[config.mk]
export PLATFORM = sky130hd
export DESIGN_NAME = frame_stats_flat
export DESIGN_NICKNAME = d
export VERILOG_FILES = /design/src/rtl/frame_stats_if.sv /design/src/rtl/frame_stats.sv /design/src/flat_wrapper.sv
export SDC_FILE = /design/constraint.sdc
export NUM_CORES = 2
export LEC_CHECK = 0
export ABC_AREA = 1
export BUFFER_PORTS_ARGS = -buffer_cell sky130_fd_sc_hd__buf_2
export CORE_MARGIN = 2
export CORE_UTILIZATION = 36
export DETAILED_ROUTE_END_ITERATION = 7
export SLEW_MARGIN = 20
export SYNTH_ARGS = -nofsm -noshare
export SYNTH_HDL_FRONTEND = slang
export SYNTH_SLANG_ARGS = --single-unit
export TNS_END_PERCENT = 1
[constraint.sdc]
create_clock -name clk_i -period 9.95 [get_ports clk_i]
set_clock_uncertainty 0.1 [all_clocks]
set_input_delay 0.995 -clock clk_i [delete_from_list [all_inputs] [get_ports clk_i]]
set_output_delay 0.995 -clock clk_i [all_outputs]
set_load 0.01 [all_outputs]
[src/rtl/frame_stats_if.sv]
// frame_stats_if: sample intake, result record and status signals of frame_stats.
interface frame_stats_if #(
  parameter int WIDTH      = 32,
  parameter int DEPTH      = 256,
  parameter int ADDR_WIDTH = $clog2(DEPTH),
  parameter int ACC_WIDTH  = 2*WIDTH+ADDR_WIDTH
);
  logic                  frame_start_i;
  logic [WIDTH-1:0]      sample_i;
  logic                  sample_valid_i;
  logic                  sample_ready_o;
  logic [ACC_WIDTH-1:0]  energy_o;
  logic [WIDTH-1:0]      peak_o;
  logic [ADDR_WIDTH-1:0] peak_index_o;
  logic                  result_valid_o;
  logic                  result_ready_i;
  logic                  busy_o;
  logic                  frame_error_o;
  modport slave (
    input  frame_start_i, sample_i, sample_valid_i, result_ready_i,
    output sample_ready_o, energy_o, peak_o, peak_index_o, result_valid_o, busy_o, frame_error_o
  );
  modport master (
    output frame_start_i, sample_i, sample_valid_i, result_ready_i,
    input  sample_ready_o, energy_o, peak_o, peak_index_o, result_valid_o, busy_o, frame_error_o
  );
endinterface

[src/rtl/frame_stats.sv]
// frame_stats: drains one DEPTH-sample frame per start pulse and reports energy, peak and peak index.
// Peak/index tracking exists only with FRAME_STATS_PEAK_EN defined; otherwise those outputs read 0.
module frame_stats #(
  parameter int WIDTH      = 32,
  parameter int DEPTH      = 256,
  parameter int ADDR_WIDTH = $clog2(DEPTH),
  parameter int ACC_WIDTH  = 2*WIDTH+ADDR_WIDTH
) (
  input logic          clk_i,
  input logic          rst_i,
  frame_stats_if.slave bus
);
  typedef enum logic [1:0] {IDLE, ACCUM, DRAIN, RESULT} state_t;
  state_t state_q, state_d;
  logic [ADDR_WIDTH-1:0] cnt_q, cnt_d;
  logic [1:0] drain_q, drain_d;
  logic pend_q, pend_d, err_q, err_d, s1_v_q, s1_v_d, s2_v_q, s2_v_d;
  logic [WIDTH-1:0] s1_mag_q, s1_mag_d;
  logic [2*WIDTH-1:0] s2_sq_q, s2_sq_d;
  logic [ACC_WIDTH-1:0] acc_q, acc_d;
  logic abort, handshake, restart, take;
  always_comb begin
    abort     = state_q == ACCUM && bus.frame_start_i;
    handshake = state_q == RESULT && bus.result_ready_i;
    restart   = (state_q == IDLE && bus.frame_start_i) || abort ||
                (handshake && (pend_q || bus.frame_start_i));
    take      = state_q == ACCUM && bus.sample_valid_i && !abort;
    state_d   = restart ? ACCUM
              : (take && cnt_q == ADDR_WIDTH'(DEPTH-1)) ? DRAIN
              : (state_q == DRAIN && drain_q == 2'd2) ? RESULT
              : handshake ? IDLE : state_q;
    cnt_d     = restart ? '0 : take ? cnt_q + 1'b1 : cnt_q;
    drain_d   = state_q == DRAIN ? drain_q + 2'd1 : 2'd0;
    pend_d    = restart ? 1'b0 : ((state_q == DRAIN || state_q == RESULT) && bus.frame_start_i) | pend_q;
    err_d     = abort;
    s1_v_d    = take;
    s1_mag_d  = bus.sample_i[WIDTH-1] ? -bus.sample_i : bus.sample_i;
    s2_v_d    = s1_v_q && !restart;
    s2_sq_d   = s1_mag_q * s1_mag_q;
    acc_d     = restart ? '0 : s2_v_q ? acc_q + ACC_WIDTH'(s2_sq_q) : acc_q;
  end
  always_ff @(posedge clk_i)
    if (rst_i) begin
      state_q  <= IDLE;
      cnt_q    <= '0;
      drain_q  <= '0;
      pend_q   <= 1'b0;
      err_q    <= 1'b0;
      s1_v_q   <= 1'b0;
      s2_v_q   <= 1'b0;
      s1_mag_q <= '0;
      s2_sq_q  <= '0;
      acc_q    <= '0;
    end else begin
      state_q  <= state_d;
      cnt_q    <= cnt_d;
      drain_q  <= drain_d;
      pend_q   <= pend_d;
      err_q    <= err_d;
      s1_v_q   <= s1_v_d;
      s2_v_q   <= s2_v_d;
      s1_mag_q <= s1_mag_d;
      s2_sq_q  <= s2_sq_d;
      acc_q    <= acc_d;
    end
  assign bus.sample_ready_o = state_q == ACCUM;
  assign bus.result_valid_o = state_q == RESULT;
  assign bus.busy_o         = state_q != IDLE;
  assign bus.frame_error_o  = err_q;
  assign bus.energy_o       = acc_q;
`ifdef FRAME_STATS_PEAK_EN
  logic [ADDR_WIDTH-1:0] s1_idx_q, s1_idx_d, s2_idx_q, s2_idx_d, pidx_q, pidx_d;
  logic [WIDTH-1:0] s2_mag_q, s2_mag_d, peak_q, peak_d;
  logic upd;
  // strict compare keeps the earliest index on ties
  always_comb begin
    s1_idx_d = cnt_q;
    s2_idx_d = s1_idx_q;
    s2_mag_d = s1_mag_q;
    upd      = s2_v_q && s2_mag_q > peak_q;
    peak_d   = restart ? '0 : upd ? s2_mag_q : peak_q;
    pidx_d   = restart ? '0 : upd ? s2_idx_q : pidx_q;
  end
  always_ff @(posedge clk_i)
    if (rst_i) begin
      s1_idx_q <= '0;
      s2_idx_q <= '0;
      s2_mag_q <= '0;
      peak_q   <= '0;
      pidx_q   <= '0;
    end else begin
      s1_idx_q <= s1_idx_d;
      s2_idx_q <= s2_idx_d;
      s2_mag_q <= s2_mag_d;
      peak_q   <= peak_d;
      pidx_q   <= pidx_d;
    end
  assign bus.peak_o       = peak_q;
  assign bus.peak_index_o = pidx_q;
`else
  assign bus.peak_o       = '0;
  assign bus.peak_index_o = '0;
`endif
endmodule

[src/flat_wrapper.sv]
// flat-port wrapper written by rule: the top's interface ports become plain ports
module frame_stats_flat 
#(
  parameter int WIDTH      = 32,
  parameter int DEPTH      = 256,
  parameter int ADDR_WIDTH = $clog2(DEPTH),
  parameter int ACC_WIDTH  = 2*WIDTH+ADDR_WIDTH
)
  (clk_i, rst_i, bus_frame_start_i, bus_sample_i, bus_sample_valid_i, bus_result_ready_i, bus_sample_ready_o, bus_energy_o, bus_peak_o, bus_peak_index_o, bus_result_valid_o, bus_busy_o, bus_frame_error_o);
  frame_stats_if #(.WIDTH(WIDTH), .DEPTH(DEPTH), .ADDR_WIDTH(ADDR_WIDTH), .ACC_WIDTH(ACC_WIDTH)) bus_i ();
  input logic clk_i;
  input logic rst_i;
  input wire logic [$bits(bus_i.frame_start_i)-1:0] bus_frame_start_i;
  input wire logic [$bits(bus_i.sample_i)-1:0] bus_sample_i;
  input wire logic [$bits(bus_i.sample_valid_i)-1:0] bus_sample_valid_i;
  input wire logic [$bits(bus_i.result_ready_i)-1:0] bus_result_ready_i;
  output wire logic [$bits(bus_i.sample_ready_o)-1:0] bus_sample_ready_o;
  output wire logic [$bits(bus_i.energy_o)-1:0] bus_energy_o;
  output wire logic [$bits(bus_i.peak_o)-1:0] bus_peak_o;
  output wire logic [$bits(bus_i.peak_index_o)-1:0] bus_peak_index_o;
  output wire logic [$bits(bus_i.result_valid_o)-1:0] bus_result_valid_o;
  output wire logic [$bits(bus_i.busy_o)-1:0] bus_busy_o;
  output wire logic [$bits(bus_i.frame_error_o)-1:0] bus_frame_error_o;
  assign bus_i.frame_start_i = bus_frame_start_i;
  assign bus_i.sample_i = bus_sample_i;
  assign bus_i.sample_valid_i = bus_sample_valid_i;
  assign bus_i.result_ready_i = bus_result_ready_i;
  assign bus_sample_ready_o = bus_i.sample_ready_o;
  assign bus_energy_o = bus_i.energy_o;
  assign bus_peak_o = bus_i.peak_o;
  assign bus_peak_index_o = bus_i.peak_index_o;
  assign bus_result_valid_o = bus_i.result_valid_o;
  assign bus_busy_o = bus_i.busy_o;
  assign bus_frame_error_o = bus_i.frame_error_o;
  frame_stats #(.WIDTH(WIDTH), .DEPTH(DEPTH), .ADDR_WIDTH(ADDR_WIDTH), .ACC_WIDTH(ACC_WIDTH)) u_core (.clk_i(clk_i), .rst_i(rst_i), .bus(bus_i));
endmodule
# == Word level (Yosys, flattened, before mapping) ==
# Cells that the tools add are included.
# totals
regBits,184
input_bits,37
wordCells,53
# op_classes
n_addsub,4
n_mul,1
eq_ne,5
n_mux,5
n_bitwise,3
reduce_logical,23
# op_table
op,n
adder 72 x 64 -> 72 bit,1
multiplier 32 x 32 -> 64 bit,1
negator 32 bit,1
two-way mux 31 bit,1
logical AND 1 bit,10
adder 8 x 1 -> 8 bit (second input constant),1
== test 8 bit (second input constant),1
== test 2 bit (second input constant),3
two-way mux 2 bit,3
OR reduction 2 bit,3
logical OR 1 bit,4
nonzero test 4 bit,1
nonzero test 3 bit,1
adder 2 x 1 -> 2 bit (second input constant),1
== test 2 x 1 -> 1 bit (second input constant),1
zero test 1 bit,2
zero test 2 bit,1
inverter 1 bit,2
nonzero test 2 bit,1
two-way mux 1 bit,1
OR 1 bit,1

# == Logic depth before layout (Yosys ltp) ==
# depth
ltp_word,7
mapped_depth,34

# == Least setup slack after synthesis ==
# OpenSTA, ideal clock, no wires.
# synth_timing
path_kind,register to register
from,register u_core.s1_mag_q[12]
to,register u_core.s2_sq_q[51]
arrival_ns,6.600
required_ns,9.737
setup_slack_ns,3.137
path_stages_with_launch,30
period_less_slack_ns,6.813
cell_sequence,dfxtp_1 clkbuf_1 clkbuf_1 clkbuf_1 nand2_1 fa_1 inv_1 fa_1 inv_1 fa_1 inv_1 fa_1 inv_1 fa_1 fa_1 fa_1 fa_1 inv_1 ha_1 nand2_1 nor2_1 inv_1 nor2_1 inv_1 nor3_1 nand3_1 nand3_1 nand2_1 nand2_1 nor2_1
# synth_between
elab_chain_cells,1
# synth_lines
item,line,rtl
start: declaration,frame_stats.sv:18,"logic [WIDTH-1:0] s1_mag_q, s1_mag_d;"
start signal: assignment,frame_stats.sv:62,s1_mag_q <= s1_mag_d;
multiplier 32 x 32 -> 64 bit,frame_stats.sv:39,s2_sq_d = s1_mag_q * s1_mag_q;
end signal: assignment,frame_stats.sv:63,s2_sq_q <= s2_sq_d;
end: declaration,frame_stats.sv:19,"logic [2*WIDTH-1:0] s2_sq_q, s2_sq_d;"
# Every way passes these cells.
# A chain may end at the register's enable or synchronous reset.

# == Worst setup path in the final report ==
# layout_timing
from,register u_core.s1_mag_q[12]
to,register u_core.s2_sq_q[30]
# The elaborated chain is that of the path after synthesis.

==> qor.yml <==
status:
  status: "complete, no violations"
sta:
  period_minus_slack_ns: 7.80
  slew_headroom_pct: 24.0
  setup_slack_ns: 2.15
  rsz0062_at_grt: "false"
  layout_worst_path_cycle_share_pct: 78.4
  fin_setup_tns_ns: 0
  finalSetupViolCount: 0
  worstMarginPinSlew_ns: 1.14
  hold_violations: 0
  slew_violations: 0
  max_freq_mhz: 128
  holdWs_ns: 0.313
power:
  irDropWorstVdd_uv: 345
  power.leakage_nw: 26.1
  powerDensity_nw_per_um2: 251
clock_tree:
  clock_sinks: 183
  cts_root_buf: "clkbuf_16"
  cts_max_level: 4
  cts_buffers: 17
  post_cts_buffers: 0
  cts_resized: 0
  cts_max_path_buffers: 2
  clock_latency_ns: 0.52
  ctsHoldBuffers: 0
  cts.clk_slew.worst_paths_ns: 0.08
  cts_tree: "done"
synthesis:
  synthArstFlopShare_pct: 0
  syn_avg_cell_area_um2: 7.43
  yosys_register_bits: 183
  syn-cell-area_um2: 42800
  syn_inst: 5761
  yosys_warnings: 0
  yosysSeqAreaShare_pct: 8.56
  synth_edf_count: 0
  synth.distinct_cells: 48
  ys.flop_type: "dfxtp_1"
routing:
  wl_per_cell_um: 17.2
  vias: 34800
  drc: 0
  drt_iter0_drc: 2306
  drtAntennaViolNets: 0
  vias_per_cell: 4.74
  drt_pass1_iterations: 6
  wirelength_mm: 126
die:
  die_y_um: 349
  initial_core_util_pct: 36.3
  die_w_um: 349
  num_io_pins: 153
  dieArea_um2: 122000
  placementRows: 126
  core-area_um2: 118000
global_route:
  grt.overflow.total: 0
  grt_max_degree: 89
  track_usage_pct: 21.2
  grt_pass1_vias: 36300
  antenna_found_initial: 2
  grt_pass1_wl_mm: 200
place:
  routabilityCongestion: 0.979
  portBuffers: 112
  placedInstanceArea_um2: 44800
  pre_cts_slack_ns: 2.27
  dpl.cell_count: 7301
  dp_hpwl_mm: 106
finish:
  multiInputGateArea_um2: 32400
  drive_gt1_share_pct: 5.09
  mostFrequentLayoutCells: "1600 x inv_1, 1216 x nand2_1, 793 x fa_1, 493 x nor2_1, 361 x ha_1"
  fill_cells: 12400
  area_growth_pct: 6.20
  fin_area_um2: 45400
  seqCellArea_um2: 3670
  final_common_cell: "inv_1"
  fin_cells: 7334
  final_nets: 6975
setup_path:
  cp_max_fo: 18
  start_kind: "flip-flop"
  crit_type: "reg -> reg"
  end_kind: "flip-flop"
  crit_required_ns: 10.24
  worstPathArrival_ns: 8.10
min_path:
  min_path_type: "reg -> reg"
flow_run:
  cap_violations: 0
==> worst max-delay path, cell delays in order (launching register included) <==
cell     delay (ns)
dfxtp_1        1.07
buf_4          0.41
nand2_1        0.08
inv_1          0.14
fa_1           0.46
fa_1           0.49
inv_1          0.06
fa_1           0.45
fa_1           0.54
inv_1          0.08
fa_1           0.44
fa_1           0.42
fa_1           0.54
fa_1           0.42
ha_1           0.49
nand2_1        0.14
nor2_1         0.18
inv_1          0.11
nor3_2         0.17
inv_1          0.10
nor2_1         0.09
nand2_1        0.06
nand2_1        0.20
o21ai_0        0.10
a21oi_1        0.34
==> metrics by stage <==
step                      util, %  power (W)
after global placement       38.0     0.0104
final                        38.5     0.0114
after global routing         38.5     0.0126
after CTS                    38.5     0.0113
after detailed placement     38.0     0.0104
after floorplan                 -    0.00747
==> flip-flops by register name, indices dropped and copies added (netlist names) <==
name and cells:
u_core.bus.energy_o 72, u_core.s2_sq_q 63, u_core.s1_mag_q 32, u_core.cnt_q 8, u_core.drain_q 2, u_core.state_q 2
u_core.bus.frame_error_o 1, u_core.pend_q 1, u_core.s1_v_q 1, u_core.s2_v_q 1
==> final cells by class <==
cell class                      instances  area share (%)
Clock buffer                           18           0.945
Inverter                             1611            13.3
Timing Repair Buffer                  148            1.83
Clock inverter                         14           0.391
Tap cell                             1536            4.23
Multi-Input combinational cell       3823            71.2
Antenna cell                            1         0.00551
Sequential cell                       183            8.07
==> metal layers <==
layer	vias to the layer above	share of wire (%)	global-route usage, %
met5	-	0.0064	0
met4	2	2.3	5.16
met3	135	5.4	2.56
met2	898	47	35.6
met1	16900	46	29.2
li1	16800	-	-
==> kinds of logic after synthesis <==
group,share of synthesized area [%]
DFF,8.56
AOI/OAI and AO/OA,6.79
buffers and inverters,16.2
other,0.00877
and+or+nand+nor,19.1
adders and majority gates,47.7
xor gates and xnor gates,1.76
==> cells in the mapped netlist (all sizes together) (27+ instances only) <==
cell | instances | area (um2)
a21oi | 261 | 1330
buf | 71 | 443
clkbuf | 112 | 420
dfxtp | 183 | 3660
fa | 793 | 15900
ha | 361 | 4520
inv | 1608 | 6040
nand2 | 1251 | 4780
nand3 | 153 | 826
nor2 | 514 | 1990
nor3 | 52 | 305
o21ai | 207 | 1070
o21bai | 27 | 203
xor2 | 64 | 561
==> power by group <==
| part | internal, W | switching, W |
|---|---|---|
| clock network | 0.000381 | 0.000366 |
| registers | 0.000875 | 0.000119 |
| logic | 0.00319 | 0.00647 |
==> path summary, 6_finish.rpt <==
check / from / cells past startpoint / slack (ns) / end
max: u_core.s1_mag_q[12]$_SDFF_PP0_ / 24 / 2.15 / u_core.s2_sq_q[30]$_SDFF_PP0_
min: u_core.s1_v_q$_SDFF_PP0_ / 2 / 0.31 / u_core.s2_v_q$_SDFF_PP0_
max reg2reg: u_core.s1_mag_q[12]$_SDFF_PP0_ / 24 / 2.15 / u_core.s2_sq_q[30]$_SDFF_PP0_
min reg2reg: u_core.s1_v_q$_SDFF_PP0_ / 2 / 0.31 / u_core.s2_v_q$_SDFF_PP0_
(Power assumes the default switching activity.)
